--- config.mk ---
export PLATFORM = sky130hd
export DESIGN_NAME = fx_neg2ln_sqrt_flat
export DESIGN_NICKNAME = d
export VERILOG_FILES = /design/src/rtl/fx_neg2ln_sqrt_if.sv /design/src/rtl/fx_neg2ln_sqrt.sv /design/src/flat_wrapper.sv
export SDC_FILE = /design/constraint.sdc
export NUM_CORES = 1
export LEC_CHECK = 0
export ABC_AREA = 1
export BUFFER_PORTS_ARGS = -buffer_cell sky130_fd_sc_hd__buf_2
export CORE_ASPECT_RATIO = 1.4
export CORE_MARGIN = 2
export CORE_UTILIZATION = 40
export CTS_CLUSTER_SIZE = 10
export DETAILED_ROUTE_END_ITERATION = 8
export HOLD_SLACK_MARGIN = 0.12
export PLACE_DENSITY = 0.58
export SETUP_SLACK_MARGIN = 0.02
export SKIP_CTS_REPAIR_TIMING = 1
export SLEW_MARGIN = 20
export SYNTH_ARGS = -nofsm -noshare
export SYNTH_HDL_FRONTEND = slang
export SYNTH_SLANG_ARGS = --single-unit
--- constraint.sdc ---
create_clock -name clk -period 6.1 [get_ports clk]
set_clock_uncertainty 0.2 [all_clocks]
set_input_delay 0.915 -clock clk [delete_from_list [all_inputs] [get_ports clk]]
set_output_delay 0.915 -clock clk [all_outputs]
set_load 0.05 [all_outputs]
--- src/rtl/fx_neg2ln_sqrt_if.sv ---
// Handshake bundle for the Box-Muller radius stage: an ln(u) word comes in,
// the radius sqrt(-2*ln(u)) and its status flags go out.
interface fx_neg2ln_sqrt_if #(
  parameter int WIDTH = 32
);
  logic             valid_in;
  logic             in_ready;
  logic [WIDTH-1:0] ln_in;
  logic             valid_out;
  logic             ready_in;
  logic [WIDTH-1:0] r_out;
  logic             err_pos;
  logic             sat;

  // Upstream/downstream side: offers ln words and accepts radii
  modport master (
    output valid_in,
    output ln_in,
    output ready_in,
    input  in_ready,
    input  valid_out,
    input  r_out,
    input  err_pos,
    input  sat
  );

  // Radius block side
  modport slave (
    input  valid_in,
    input  ln_in,
    input  ready_in,
    output in_ready,
    output valid_out,
    output r_out,
    output err_pos,
    output sat
  );
endinterface

--- src/rtl/fx_neg2ln_sqrt.sv ---
// Radius stage of a fixed-point Box-Muller generator.
// Takes a signed QFRAC-fraction ln(u) word and returns the truncated
// unsigned square root of -2*ln(u). The root is found with a bit-serial
// restoring algorithm that produces one result bit per cycle, MSB first.
// Inputs above zero cannot come from a valid ln LUT; they yield 0 with
// err_pos set. The most-negative input cannot be doubled in WIDTH bits, so
// it is clamped to all-ones with sat set.
module fx_neg2ln_sqrt #(
  parameter int WIDTH = 32,
  parameter int QFRAC = 16,
  parameter int ITER  = 24
) (
  input  logic                 clk,
  input  logic                 rst,
  fx_neg2ln_sqrt_if.slave      bus
);

  localparam int RADW = WIDTH + QFRAC;
  localparam int REMW = ITER + 2;
  localparam int CNTW = $clog2(ITER + 1);

  typedef enum logic [1:0] {
    IDLE = 2'd0,
    PREP = 2'd1,
    CALC = 2'd2,
    DONE = 2'd3
  } state_t;

  state_t           r_state;
  state_t           w_nextState;

  logic [WIDTH-1:0] r_lnIn;
  logic [RADW-1:0]  r_radicand;
  logic [REMW-1:0]  r_rem;
  logic [ITER-1:0]  r_root;
  logic [CNTW-1:0]  r_iterCnt;
  logic [WIDTH-1:0] r_rOut;
  logic             r_errPos;
  logic             r_sat;

  logic             w_inReady;
  logic             w_validOut;
  logic             w_accept;
  logic             w_release;
  logic             w_lastIter;

  logic             w_lnPositive;
  logic             w_lnMostNeg;
  logic [WIDTH-1:0] w_negLn;
  logic [WIDTH-1:0] w_m;
  logic             w_prepErr;
  logic             w_prepSat;

  logic [REMW-1:0]  w_remShift;
  logic [REMW-1:0]  w_trial;
  logic [REMW-1:0]  w_remDiff;
  logic             w_bitOne;
  logic [REMW-1:0]  w_remNext;
  logic [ITER-1:0]  w_rootNext;

  assign w_accept   = w_inReady && bus.valid_in;
  assign w_release  = (r_state == DONE) && bus.ready_in;
  assign w_lastIter = (r_state == CALC) && (r_iterCnt == CNTW'(ITER - 1));

  // Classify the captured word: positive, most-negative or ordinary negative
  assign w_lnPositive = !r_lnIn[WIDTH-1] && (r_lnIn != '0);
  assign w_lnMostNeg  = (r_lnIn == {1'b1, {(WIDTH-1){1'b0}}});
  assign w_negLn      = -r_lnIn;

  // Build m = -2*ln as an unsigned word, with the two out-of-range cases clamped
  always_comb begin
    w_m       = '0;
    w_prepErr = 1'b0;
    w_prepSat = 1'b0;
    if (w_lnPositive) begin
      w_m       = '0;
      w_prepErr = 1'b1;
    end else if (w_lnMostNeg) begin
      w_m       = '1;
      w_prepSat = 1'b1;
    end else begin
      w_m = w_negLn << 1;
    end
  end

  // One restoring square-root step: bring down two radicand bits, try root*4+1
  always_comb begin
    w_remShift = (r_rem << 2) | REMW'(r_radicand[RADW-1 -: 2]);
    w_trial    = {r_root, 2'b01};
    w_remDiff  = w_remShift - w_trial;
    w_bitOne   = (w_remShift >= w_trial);
    w_remNext  = w_bitOne ? w_remDiff : w_remShift;
    w_rootNext = {r_root[ITER-2:0], w_bitOne};
  end

  // State register; reset aborts whatever operation is in flight
  always_ff @(posedge clk or posedge rst) begin
    if (rst) begin
      r_state <= IDLE;
    end else begin
      r_state <= w_nextState;
    end
  end

  // Next-state: accept in IDLE, one PREP cycle, ITER CALC cycles, hold DONE until taken
  always_comb begin
    w_nextState = r_state;
    case (r_state)
      IDLE: if (w_accept)   w_nextState = PREP;
      PREP:                 w_nextState = CALC;
      CALC: if (w_lastIter) w_nextState = DONE;
      DONE: if (w_release)  w_nextState = IDLE;
      default:              w_nextState = IDLE;
    endcase
  end

  // Handshake outputs are pure decodes of the state
  always_comb begin
    w_inReady  = 1'b0;
    w_validOut = 1'b0;
    case (r_state)
      IDLE:    w_inReady  = 1'b1;
      DONE:    w_validOut = 1'b1;
      default: begin
        w_inReady  = 1'b0;
        w_validOut = 1'b0;
      end
    endcase
  end

  assign bus.in_ready  = w_inReady;
  assign bus.valid_out = w_validOut;
  assign bus.r_out     = r_rOut;
  assign bus.err_pos   = r_errPos;
  assign bus.sat       = r_sat;

  // Datapath: capture on accept, prepare radicand, iterate, latch the finished root
  always_ff @(posedge clk or posedge rst) begin
    if (rst) begin
      r_lnIn     <= '0;
      r_radicand <= '0;
      r_rem      <= '0;
      r_root     <= '0;
      r_iterCnt  <= '0;
      r_rOut     <= '0;
      r_errPos   <= 1'b0;
      r_sat      <= 1'b0;
    end else begin
      case (r_state)
        IDLE: begin
          if (w_accept) begin
            r_lnIn   <= bus.ln_in;
            r_errPos <= 1'b0;
            r_sat    <= 1'b0;
          end
        end
        PREP: begin
          r_radicand <= {w_m, {QFRAC{1'b0}}};
          r_rem      <= '0;
          r_root     <= '0;
          r_iterCnt  <= '0;
          r_errPos   <= w_prepErr;
          r_sat      <= w_prepSat;
        end
        CALC: begin
          r_radicand <= r_radicand << 2;
          r_rem      <= w_remNext;
          r_root     <= w_rootNext;
          if (w_lastIter) begin
            r_iterCnt <= '0;
            r_rOut    <= WIDTH'(w_rootNext);
          end else begin
            r_iterCnt <= r_iterCnt + CNTW'(1);
          end
        end
        default: begin
          r_rOut <= r_rOut;
        end
      endcase
    end
  end

endmodule

--- src/flat_wrapper.sv ---
// flat-port wrapper written by rule: the top's interface ports become plain ports
module fx_neg2ln_sqrt_flat 
#(
  parameter int WIDTH = 32,
  parameter int QFRAC = 16,
  parameter int ITER  = 24
)
  (clk, rst, bus_valid_in, bus_ln_in, bus_ready_in, bus_in_ready, bus_valid_out, bus_r_out, bus_err_pos, bus_sat);
  fx_neg2ln_sqrt_if #(.WIDTH(WIDTH)) bus_i ();
  input  logic clk;
  input  logic rst;
  input wire logic [$bits(bus_i.valid_in)-1:0] bus_valid_in;
  input wire logic [$bits(bus_i.ln_in)-1:0] bus_ln_in;
  input wire logic [$bits(bus_i.ready_in)-1:0] bus_ready_in;
  output wire logic [$bits(bus_i.in_ready)-1:0] bus_in_ready;
  output wire logic [$bits(bus_i.valid_out)-1:0] bus_valid_out;
  output wire logic [$bits(bus_i.r_out)-1:0] bus_r_out;
  output wire logic [$bits(bus_i.err_pos)-1:0] bus_err_pos;
  output wire logic [$bits(bus_i.sat)-1:0] bus_sat;
  assign bus_i.valid_in = bus_valid_in;
  assign bus_i.ln_in = bus_ln_in;
  assign bus_i.ready_in = bus_ready_in;
  assign bus_in_ready = bus_i.in_ready;
  assign bus_valid_out = bus_i.valid_out;
  assign bus_r_out = bus_i.r_out;
  assign bus_err_pos = bus_i.err_pos;
  assign bus_sat = bus_i.sat;
  fx_neg2ln_sqrt #(.WIDTH(WIDTH), .QFRAC(QFRAC), .ITER(ITER)) u_core (.clk(clk), .rst(rst), .bus(bus_i));
endmodule
# Yosys cells after proc, flatten, opt, wreduce, memory -nomap -nowiden

Index checks and enable logic that the tools add are counted.

Register bits after elaboration: 161
Input port bits: 36
Output and inout port bits: 36
Logic and storage cells: 55

Add/sub/neg operators: 3
Order comparisons: 1
Equality and inequality tests: 8
Multiplexer cells: 20
Bitwise gates (word level): 1
Reduce and logical (&&, ||, !) cells: 13

Operators by type and width:

| cell                                                            | count |
|---|---|
| 24-bit case mux with 2 select lines                             | 2 |
| 48-bit case mux with 2 select lines                             | 1 |
| 32-bit two-way mux                                              | 2 |
| 32-bit == test, second input constant                           | 1 |
| 32-bit nonzero test                                             | 1 |
| 31-bit negator                                                  | 1 |
| 26-bit greater-or-equal comparator                              | 1 |
| 26-bit by 2-bit bitwise OR with 26-bit output                   | 1 |
| 24-bit two-way mux                                              | 1 |
| 24-bit subtractor                                               | 1 |
| 5-bit case mux with 2 select lines                              | 1 |
| 2-bit case mux with 4 select lines                              | 1 |
| 1-bit two-way mux                                               | 6 |
| 2-bit two-way mux                                               | 3 |
| 2-bit by 1-bit != test with 1-bit output, second input constant | 3 |
| 2-bit AND reduction                                             | 3 |
| 5-bit by 1-bit adder with 5-bit output, second input constant   | 1 |
| 5-bit == test, second input constant                            | 1 |
| 5-bit two-way mux                                               | 1 |
| 2-bit == test, second input constant                            | 2 |
| 1-bit logical AND                                               | 4 |
| 1-bit case mux with 2 select lines                              | 2 |
| 2-bit nonzero test                                              | 2 |
| 3-bit AND reduction                                             | 1 |
| other kinds (3)                                                 | 3 |

# Logic depth before layout (Yosys ltp)

Gate-level depths: netlist (run 1).

Depth after elaboration: 5
Mapped depth: 15

# Least setup slack after synthesis (run 1)

Ideal clock, no wire load.

Kind: register to register
Start point: register u_core.r_state[0]
End point: register u_core.r_lnIn[22]
Setup time: 0.132 ns
Arrival: 2.005 ns
Data required time: 5.768 ns
Slack: 3.763 ns
Stages on the path, launching flop included: 8
Path buffers: 2
Cell sequence: dfrtp_1 -> inv_1 -> ha_1 -> nand2_1 -> inv_1 -> clkbuf_1 -> clkbuf_1 -> o21ai_0

Word-level cells in the longest chain between the ends: 4

RTL lines:

| item                                 | line                  | RTL |
|---|---|---|
| start, declared                      | fx_neg2ln_sqrt.sv:29  | `state_t r_state;` |
| start signal, assigned               | fx_neg2ln_sqrt.sv:101 | `r_state <= w_nextState;` |
| 2-bit logical NOT                    | fx_neg2ln_sqrt.sv:121 | `case (r_state)` |
| 1-bit two-way mux                    | fx_neg2ln_sqrt.sv:121 |  |
| via bus_in_ready                     | flat_wrapper.sv:15    | `output wire logic [$bits(bus_i.in_ready)-1:0] bus_in_ready;` |
| 1-bit logical AND                    | fx_neg2ln_sqrt.sv:61  | `assign w_accept = w_inReady && bus.valid_in;` |
| 2-bit AND reduction (no source line) | n/a                   |  |
| end signal, assigned                 | fx_neg2ln_sqrt.sv:152 | `r_lnIn <= bus.ln_in;` |
| end, declared                        | fx_neg2ln_sqrt.sv:32  | `logic [WIDTH-1:0] r_lnIn;` |

The timed path passes the listed nets, and every way through them passes these cells.
A chain may end at the register's enable or synchronous reset.

# Final worst setup path (run 1)

Start point: register u_core.r_rem[20]
End point: register u_core.r_rem[19]

Word-level cells in the longest chain between the ends: 4

RTL lines:

| item                                          | line                  | RTL |
|---|---|---|
| start, declared                               | fx_neg2ln_sqrt.sv:34  | `logic [REMW-1:0] r_rem;` |
| start signal, assigned                        | fx_neg2ln_sqrt.sv:167 | `r_rem <= w_remNext;` |
| 26-bit by 2-bit bitwise OR with 26-bit output | fx_neg2ln_sqrt.sv:88  | `w_remShift = (r_rem << 2) \| REMW'(r_radicand[RADW-1 -: 2]);` |
| 26-bit greater-or-equal comparator            | fx_neg2ln_sqrt.sv:91  | `w_bitOne = (w_remShift >= w_trial);` |
| 24-bit two-way mux                            | fx_neg2ln_sqrt.sv:92  | `w_remNext = w_bitOne ? w_remDiff : w_remShift;` |
| 24-bit case mux with 2 select lines           | fx_neg2ln_sqrt.sv:149 | `case (r_state)` |

No other way between the ends.

==> reports/results.tsv, run 1 <==
metric	value	unit
synth_edf_count	0	
met3_usage	0.03193	
use_met1	0.2300	
drv_cap	0	
drive_gt1_frac	0.1120	
fin_crit	2.964	ns
yosysUniqueCellTypes	42	
crit_top_cell	nand2_1	
grt_pass1_vias	7700	
io_buffers	63	
status	complete, no violations	
die_w	129.2	um
critPathLaunchType	register	
fin_setup_tns	0	ns
r2r_end	u_core.r_rem[19]$_DFFE_PP0P_	
drtIter0Drc	455	
min_period_over_period	0.4859	
num_io_pins	72	
cts.path.max_buffers	2	
endpoint_kind	register	
hp-class	register to register	
finalNetCount	1324	
cts_inserted_buffers	17	
ys_ff_latch	145	
cp-startpoint	u_core.r_rem[20]$_DFFE_PP0P_	
yosysTopAreaCell	dfrtp_1	
crit_fanout	26	
synthToLayoutAreaGrowth	13.04	%
cp.arrival	3.13	ns
clkTransAtPathRegs	0.06	ns
die_h	179.2	um
slowest_delay	0.44	ns
rr_startpoint	u_core.r_rem[20]$_DFFE_PP0P_	
syn_avg_cell_area	7.274	um^2
path_class	register to register	
synthArstFlopShare	1.000	
ys.flop_type	dfrtp_1	
cts_tree	yes	
grt_setup_unrepaired	no	
grt.busiest_layer	met2	
hold_violations	0	
grt-ovfl-total	0	
required	6.26	ns
setup_viol_count_final	0	
grtUsageMet2	0.3616	
endpoint	u_core.r_rem[19]$_DFFE_PP0P_	
worst-r2r-cell-count	11	
dp_hpwl	16150	um
path_cells	ha_1, inv_1, nor3_2, nand2_1, nor2_1, nand2_2, nand3_4, nand2_1, nand2_1, nand2_1, nand2_1	
drt_first_pass_iters	5	
synth.area.top_cells	dfrtp_1 41%, nand2_1 16%, inv_1 7.7%	
slew_viol_final	0	
clk_latency	0.43	ns
grt_use_total	0.2009	
synth_cells	1206	
dp_cells	1534	
rrSetupSlack	3.14	ns
row_count	64	
antenna_left	0	
die-area	23150	um^2
start_util	0.4042	
cts_root_buffer	clkbuf_16	
vias	7680	
diodes	0	
grt_pass1_wl	36900	um
fmax	337.4	MHz
netlist_area	8772	um^2
antenna_found_initial	0	
clock_sinks	145	
seq_area_frac_synth	0.4136	
relSlewSlack	0.4029	
synth_top_area_share	0.4136	
viasPerCell	4.907	
drc	0	
wl_per_cell	14.01	um
slowest_stage	nand3_4	
core_area	21700	um^2
ys_warn_count	0	
drt-total-wl	21930	um
fin_cells	1565	
grt_max_degree	92	
utilization	0.4569	
gp_congestion	0.9215	
htree_num_levels	4	
worst_pin_slew	0.8957	ns
cell usage after synthesis (all sizes together), types with 3 or more instances:
master / number
dfrtp: 145
o22ai: 26
o21ai: 87
xnor2: 6
o21bai: 3
buf: 28
or2: 5
nand2: 377
nand3: 111
nand4: 35
nor2: 67
inv: 187
clkbuf: 21
ha: 32
xor2: 20
nor3: 13
a21oi: 21
o211ai: 9
routing by layer:
layer | part of all wire | wire length (um) | vias up
li1 | - | - | 3938
met1 | 0.42 | 9212 | 3541
met2 | 0.52 | 11370 | 153
met3 | 0.027 | 600 | 48
met4 | 0.034 | 750 | 0
met5 | 0 | 0 | -
cells in the final DEF, fill, tap and decap left out, types with 3 or more instances in the layout:
| master | netlist | routed |
|---|---|---|
| a21oi_1 | 20 | 20 |
| o211ai_1 | 5 | 5 |
| xor2_1 | 20 | 20 |
| or2_2 | 4 | 4 |
| xnor2_1 | 6 | 6 |
| nor2_4 | 4 | 4 |
| clkinv_2 | 0 | 3 |
| ha_1 | 32 | 31 |
| nor3_1 | 10 | 10 |
| nand4_1 | 35 | 35 |
| nor2_1 | 55 | 55 |
| clkbuf_16 | 0 | 17 |
| o21ai_1 | 22 | 22 |
| conb_1 | 1 | 8 |
| o21ai_0 | 65 | 65 |
| nand2_2 | 3 | 3 |
| bufinv_16 | 0 | 4 |
| nand2_1 | 374 | 374 |
| nor2_2 | 8 | 8 |
| o211ai_2 | 4 | 4 |
| nor3_2 | 3 | 3 |
| inv_1 | 179 | 178 |
| nand3_1 | 108 | 108 |
| buf_4 | 8 | 10 |
| dfrtp_1 | 145 | 145 |
| inv_2 | 8 | 8 |
| o22ai_1 | 26 | 26 |
| o21bai_1 | 3 | 3 |
| buf_2 | 10 | 63 |
how the worst min path moves through the flow:
| stage | start | endpoint | slack (ns) | cells after the start |
|---|---|---|---|---|
| global route | u_core.r_rem[23]$_DFFE_PP0P_ | u_core.r_rem[23]$_DFFE_PP0P_ | 0.30 | 2 |
| floorplan | u_core.r_radicand[17]$_DFFE_PP0P_ | u_core.r_radicand[17]$_DFFE_PP0P_ | 0.25 | 2 |
| finish | u_core.bus.r_out[17]$_DFFE_PP0P_ | u_core.bus.r_out[17]$_DFFE_PP0P_ | 0.28 | 2 |
| CTS | u_core.bus.r_out[15]$_DFFE_PP0P_ | u_core.bus.r_out[15]$_DFFE_PP0P_ | 0.28 | 2 |
| detailed placement | u_core.bus.r_out[17]$_DFFE_PP0P_ | u_core.bus.r_out[17]$_DFFE_PP0P_ | 0.27 | 2 |
| global placement | u_core.bus.r_out[13]$_DFFE_PP0P_ | u_core.bus.r_out[13]$_DFFE_PP0P_ | 0.26 | 2 |
through the flow:
stage | area (um^2) | setup slack, ns | hold slack (ns)
after floorplan | 8798 | 1.090 | 0.2493
after global placement | 9296 | 3.142 | 0.2616
after detailed placement | 9296 | 3.149 | 0.2686
after CTS | 9916 | 3.121 | 0.2833
after global routing | 9916 | 2.915 | 0.3047
final | 9916 | 3.136 | 0.2761
registers in the layout, indices dropped and copies added, names as in the netlist:
signal	cells
u_core.r_radicand	32
u_core.bus.err_pos	1
u_core.bus.sat	1
u_core.r_lnIn	32
u_core.r_rem	24
u_core.bus.r_out	24
u_core.r_root	24
u_core.r_iterCnt	5
u_core.r_state	2
final cells by class:
cell class	instances	area [um^2]
Clock inverter	10	158.9
Inverter	187	706.9
Clock buffer	21	460.4
Tap cell	297	371.6
Sequential cell	145	3628
Multi-Input combinational cell	832	4199
Timing Repair Buffer	73	390.4
Fill cell	2252	11790
critical path: cells and delay by family (launching register included):
kind          cells  cell delay (ns)
fa+ha+maj         1             0.36
simple gates      9             1.82
flops             1             0.41
buf+inv           1             0.09
logic make-up (layout without fill, tap and decap cells):
group,after synthesis,after routing,share of synthesized area
AOI/OAI and AO/OA,152,152,0.09870
and+or+nand+nor,614,614,0.3047
xor gates and xnor gates,26,26,0.02596
DFF,145,145,0.4136
other,1,8,0.0004275
adders and majority gates,32,32,0.04564
buffers and inverters,236,291,0.1110
Power of run 1 is not shown: default switching activity piles up to over one toggle a cycle in this logic, so the estimate is an artifact.
==> inputs of run 2 (changes only) <==
--- a/config.mk
+++ b/config.mk
@@ -5,7 +5,7 @@
 export SDC_FILE = /design/constraint.sdc
 export NUM_CORES = 1
 export LEC_CHECK = 0
-export ABC_AREA = 1
+export ABC_AREA = 0
 export BUFFER_PORTS_ARGS = -buffer_cell sky130_fd_sc_hd__buf_2
 export CORE_ASPECT_RATIO = 1.4
 export CORE_MARGIN = 2
@@ -13,7 +13,7 @@
 export CTS_CLUSTER_SIZE = 10
 export DETAILED_ROUTE_END_ITERATION = 8
 export HOLD_SLACK_MARGIN = 0.12
-export PLACE_DENSITY = 0.58
+export PLACE_DENSITY = 0.61
 export SETUP_SLACK_MARGIN = 0.02
 export SKIP_CTS_REPAIR_TIMING = 1
 export SLEW_MARGIN = 20
==> constraint.sdc (replaced) <==
create_clock -name clk -period 2.6 [get_ports clk]
set_clock_uncertainty 0.2 [all_clocks]
set_input_delay 0.39 -clock clk [delete_from_list [all_inputs] [get_ports clk]]
set_output_delay 0.39 -clock clk [all_outputs]
set_load 0.05 [all_outputs]
==> reports/results.tsv, run 2 <==
metric	value	unit
drt-total-wl	22010	um
netlist_area	7985	um^2
endpoint_kind	register	
diodes	0	
layout_common_cells	145 x dfrtp_1, 131 x buf_4, 69 x o21ai_0, 63 x buf_2, 62 x nand2_1	
required	2.74	ns
die_h	171.2	um
htree_num_levels	4	
met1_length	8836	um
grt_max_degree	97	
drt_first_pass_iters	4	
p_sw_frac	0.4307	
dr_wl_met3	638	um
io_buffers	63	
power.total	19.05	mW
gp_congestion	0.9025	
drive_gt1_frac	0.3873	
dp_hpwl	14790	um
violations	setup timing	
synth_compound_area_frac	0.1904	
holdWs	0.2030	ns
crit_family	compound AO/OA/AOI/OAI gates	
fin_crit	2.853	ns
p_per_area	1653	nW/um^2
crit_fanout	6	
internal_power	10.84	mW
fin_cells	1339	
path_class	register to register	
setup_viol_count_final	57	
finalNetCount	1142	
synth_mux_area_frac	0.05798	
ys.flop_type	dfrtp_1	
dp_worst_setup_slack	-0.4033	ns
die-area	21120	um^2
synth_top_family_by_area	compound AO/OA/AOI/OAI gates	
critPathLaunchType	register	
cts_tree	yes	
top_regs	u_core.r_lnIn x32, u_core.r_radicand x32	
row_count	61	
ir_drop	994.7	uV
yosysTopAreaCell	dfrtp_1	
ys_warn_count	0	
dp_cells	1247	
synthArstFlopShare	1.000	
cts_inserted_buffers	17	
start_util	0.4055	
drv_cap	0	
met2_length	11990	um
core_area	19690	um^2
clk_latency	0.43	ns
power.switching	8.203	mW
drtIter0Drc	289	
path_cells	ha_4, a21o_1, a21o_1, a22o_1, a21oi_2, a311oi_2, buf_4, buf_8, buf_4, nor3_1, a21oi_2, o22ai_1	
clkTransAtPathRegs	0.06	ns
seqPwrFrac	0.184	
final_common_cell	dfrtp_1	
fmax	350.5	MHz
grt_pass1_vias	6954	
antenna_found_initial	0	
top_layer_used	met4	
grt_use_total	0.2024	
pwr-share-comb	0.680	
grt_setup_unrepaired	yes	
hp-class	primary input to register	
antenna_left	0	
min_period_over_period	1.097	
cts.path.max_buffers	2	
synth.area.top_cells	dfrtp_1 45%, o21ai_0 5.6%, ha_1 5.0%	
yosysMostFrequentCell	dfrtp_1	
wl_per_cell	16.44	um
cts_root_buffer	clkbuf_16	
cp.arrival	2.99	ns
relSlewSlack	0.6463	
syn_avg_cell_area	9.506	um^2
synth_common_cells	145 x dfrtp_1, 89 x o21ai_0, 64 x nand2_1, 52 x inv_1, 51 x a21oi_1	
synth_cells	840	
synthToLayoutAreaGrowth	44.25	%
cp_num_buf_inv	3	
worst_pin_slew	0.5306	ns
clock_sinks	145	
grt_pass1_wl	33690	um
pwr-share-clk	0.136	
synth_top_area_share	0.4544	
grt-ovfl-total	0	
slowest_stage	dfrtp_1	
p_leak	5.161	nW
seq_area_frac_synth	0.4544	
num_io_pins	72	
vias	7085	
yosysUniqueCellTypes	68	
die_w	123.4	um
worst_slack	-0.2531	ns
synth_edf_count	0	
ys_ff_latch	145	
synthAdderAreaFrac	0.05014	
viasPerCell	5.291	
synth_xor_area_frac	0.05265	
drc	0	
synth-simple-area-share	0.1374	
slowest_delay	0.42	ns
status	finished with violations	
hold_violations	0	
slew_viol_final	0	
## run 2: changes by cell type in the layout (fill, tap and decap cells not counted), sizes merged, moves of 14 or more
cell	change
a21oi	+30
buf	+151
dlygate4sd3	+34
inv	-132
mux2	+34
nand2	-312
nand3	-79
nand4	-28
nor2	-17
nor3	+14
o2bb2ai	+19
xnor2	+24
## run 2: path summary, 6_finish.rpt
path | cells after the start | slack, ns | to | start
max | 12 | -0.25 | u_core.r_rem[8]$_DFFE_PP0P_ | u_core.r_rem[5]$_DFFE_PP0P_
min | 3 | 0.20 | u_core.r_state[0]$_DFFE_PP0P_ | bus_ready_in
max reg2reg | 12 | -0.25 | u_core.r_rem[8]$_DFFE_PP0P_ | u_core.r_rem[5]$_DFFE_PP0P_
min reg2reg | 2 | 0.27 | u_core.bus.r_out[10]$_DFFE_PP0P_ | u_core.bus.r_out[10]$_DFFE_PP0P_
max in group asynchronous | 4 | 1.29 | u_core.r_lnIn[10]$_DFFE_PP0P_ | rst
min in group asynchronous | 4 | 0.42 | u_core.bus.r_out[18]$_DFFE_PP0P_ | rst
## run 2: logic make-up (layout without fill, tap and decap cells)
family | count (synthesis) | in the layout
adder cells (fa/ha/maj) | 32 | 32
XOR/XNOR | 48 | 48
AND/OR/NAND/NOR | 219 | 221
AO/OA/AOI/OAI | 245 | 245
flip-flops | 145 | 145
multiplexers | 42 | 42
buffers and inverters | 108 | 346
other | 1 | 8
## run 2: area by class of cell
type	instances	area [um^2]
timing repair buffer	261	2141
clock buffer	18	439.2
clock inverter	14	177.7
inverter	53	202.7
sequential	145	3628
multi-input combinational	596	4614
tap	252	315.3
fill	1666	8173
## run 2: metrics by stage
step	util	setup TNS (ns)	area, um^2
global route	0.5850	-11.91	11520
detailed placement	0.4915	-8.200	9679
global placement	0.4915	-6.241	9679
floorplan	-	-1.525	8192
CTS	0.5229	-9.162	10300
finish	0.5850	-7.203	11520
## run 2: per-layer routing
| metal | track usage | vias to the layer above |
|---|---|---|
| li1 | - | 3456 |
| met1 | 0.2278 | 3444 |
| met2 | 0.3748 | 138 |
| met3 | 0.03912 | 47 |
| met4 | 0.07016 | 0 |
| met5 | 0 | - |
## run 2: power groups by stage
stage	registers (mW)	clock network (mW)	logic [mW]
finish	3.51	2.58	13.0
global route	3.59	2.73	13.9
CTS	3.46	2.62	10.1
detailed placement	3.49	0	10.0
global placement	3.48	0	9.92
floorplan	3.46	0	6.65
## run 2: worst reg2reg max path: stages, from the launching register on
cell	delay (ns)
dfrtp_1	0.42
ha_4	0.27
a21o_1	0.20
a21o_1	0.20
a22o_1	0.22
a21oi_2	0.18
a311oi_2	0.16
buf_4	0.20
buf_8	0.13
buf_4	0.15
nor3_1	0.21
a21oi_2	0.06
o22ai_1	0.15
Power figures use the tool's default switching activity.
==> inputs of run 3 (changes only) <==
--- a/config.mk
+++ b/config.mk
@@ -13,7 +13,7 @@
 export CTS_CLUSTER_SIZE = 10
 export DETAILED_ROUTE_END_ITERATION = 8
 export HOLD_SLACK_MARGIN = 0.12
-export PLACE_DENSITY = 0.61
+export PLACE_DENSITY = 0.58
 export SETUP_SLACK_MARGIN = 0.02
 export SKIP_CTS_REPAIR_TIMING = 1
 export SLEW_MARGIN = 20
==> constraint.sdc (replaced) <==
create_clock -name clk -period 2.9 [get_ports clk]
set_clock_uncertainty 0.2 [all_clocks]
set_input_delay 0.29 -clock clk [delete_from_list [all_inputs] [get_ports clk]]
set_output_delay 0.29 -clock clk [all_outputs]
set_load 0.05 [all_outputs]
==> reports/results.tsv, run 3 (synthesis results as in run 2) <==
metric	value	unit
row_count	61	
start_util	0.4055	
cts.path.max_buffers	2	
grt-ovfl-total	0	
synthToLayoutAreaGrowth	27.73	%
clock_sinks	145	
gp_congestion	0.8886	
holdWs	0.2497	ns
power.switching	6.223	mW
setup_viol_count_final	0	
grt_pass1_vias	6653	
path_class	register to register	
cp.arrival	2.98	ns
endpoint_kind	register	
drv_cap	0	
die_w	123.4	um
fin_crit	2.855	ns
core_area	19690	um^2
htree_num_levels	4	
crit_fanout	15	
grt_use_total	0.1968	
drive_gt1_frac	0.2512	
antenna_left	0	
p_per_area	1403	nW/um^2
io_buffers	63	
status	complete, no violations	
p_sw_frac	0.4347	
relSlewSlack	0.6429	
drc	0	
top_regs	u_core.r_lnIn x32, u_core.r_radicand x32	
vias	6656	
min_period_over_period	0.9844	
cts_inserted_buffers	17	
dp_hpwl	14380	um
num_io_pins	72	
layout_common_cells	145 x dfrtp_1, 87 x o21ai_0, 74 x buf_4, 64 x nand2_1, 63 x buf_2	
hp-class	primary input to asynchronous set/reset pin	
critPathLaunchType	register	
grt_setup_unrepaired	yes	
p_leak	4.575	nW
diodes	0	
antenna_found_initial	0	
cts_root_buffer	clkbuf_16	
grt_pass1_wl	32510	um
internal_power	8.092	mW
dp_cells	1181	
fin_setup_tns	0	ns
pwr-share-clk	0.154	
clk_latency	0.43	ns
grt_max_degree	55	
viasPerCell	5.304	
fmax	350.3	MHz
hold_violations	0	
drtIter0Drc	329	
worst_pin_slew	0.5356	ns
wl_per_cell	16.17	um
cts_tree	yes	
drt-total-wl	20300	um
drt_first_pass_iters	5	
die_h	171.2	um
clkTransAtPathRegs	0.06	ns
fin_cells	1255	
seqPwrFrac	0.222	
final_common_cell	dfrtp_1	
pwr-share-comb	0.625	
ir_drop	886.7	uV
finalNetCount	1058	
slew_viol_final	0	
required	3.02	ns
die-area	21120	um^2
## run 3: critical path, cell delays in order, from the launching register on
cell	delay, ns
dfrtp_1	0.43
ha_1	0.33
a21o_1	0.20
a21o_1	0.17
a21oi_1	0.38
a311oi_2	0.20
or2_4	0.30
buf_12	0.15
a31o_2	0.20
o21ba_2	0.18
## run 3: worst paths after layout
kind	start	to	slack, ns	cells after the start
max	u_core.r_rem[13]$_DFFE_PP0P_	u_core.r_rem[20]$_DFFE_PP0P_	0.05	9
min	rst	u_core.r_root[17]$_DFFE_PP0P_	0.25	3
max reg2reg	u_core.r_rem[13]$_DFFE_PP0P_	u_core.r_rem[20]$_DFFE_PP0P_	0.05	9
min reg2reg	u_core.bus.r_out[12]$_DFFE_PP0P_	u_core.bus.r_out[12]$_DFFE_PP0P_	0.27	2
max in group asynchronous	rst	u_core.bus.err_pos$_DFFE_PP0P_	1.58	4
min in group clk	u_core.bus.r_out[12]$_DFFE_PP0P_	u_core.bus.r_out[12]$_DFFE_PP0P_	0.27	2
## run 3: power by group through the flow
stage,Sequential (mW),Clock [mW],Combinational (mW)
2_1_floorplan,3.09,0,5.69
3_3_place_gp,3.16,0,8.13
3_5_place_dp,3.17,0,8.16
4_1_cts,3.14,2.24,8.22
5_1_grt,3.26,2.33,9.77
6_report,3.17,2.20,8.94
## run 3: metrics by stage
stage                       util  setup WS, ns  cell area [um^2]  total power [mW]
after floorplan                -       0.04567              8015             8.775
after global placement    0.4572      -0.01485              9004             11.29
after detailed placement  0.4572      -0.03019              9004             11.33
after CTS                 0.4868      -0.05012              9587             13.61
after global routing      0.5180      -0.05246             10200             15.36
final                     0.5180       0.04517             10200             14.31
## run 3: layout make-up
class / instances / area (um^2)
fill: 1835 / 9492
multi-input combinational: 594 / 4126
sequential: 145 / 3628
timing repair buffer: 179 / 1344
clock buffer: 22 / 474.2
tap: 252 / 315.3
inverter: 53 / 202.7
clock inverter: 10 / 108.9
## run 3: per-layer routing
| metal | part of all wire | track usage |
|---|---|---|
| met4 | 0.025 | 0.07955 |
| met3 | 0.034 | 0.03846 |
| met2 | 0.53 | 0.3476 |
| met1 | 0.41 | 0.2311 |
| met5 | 0 | 0 |
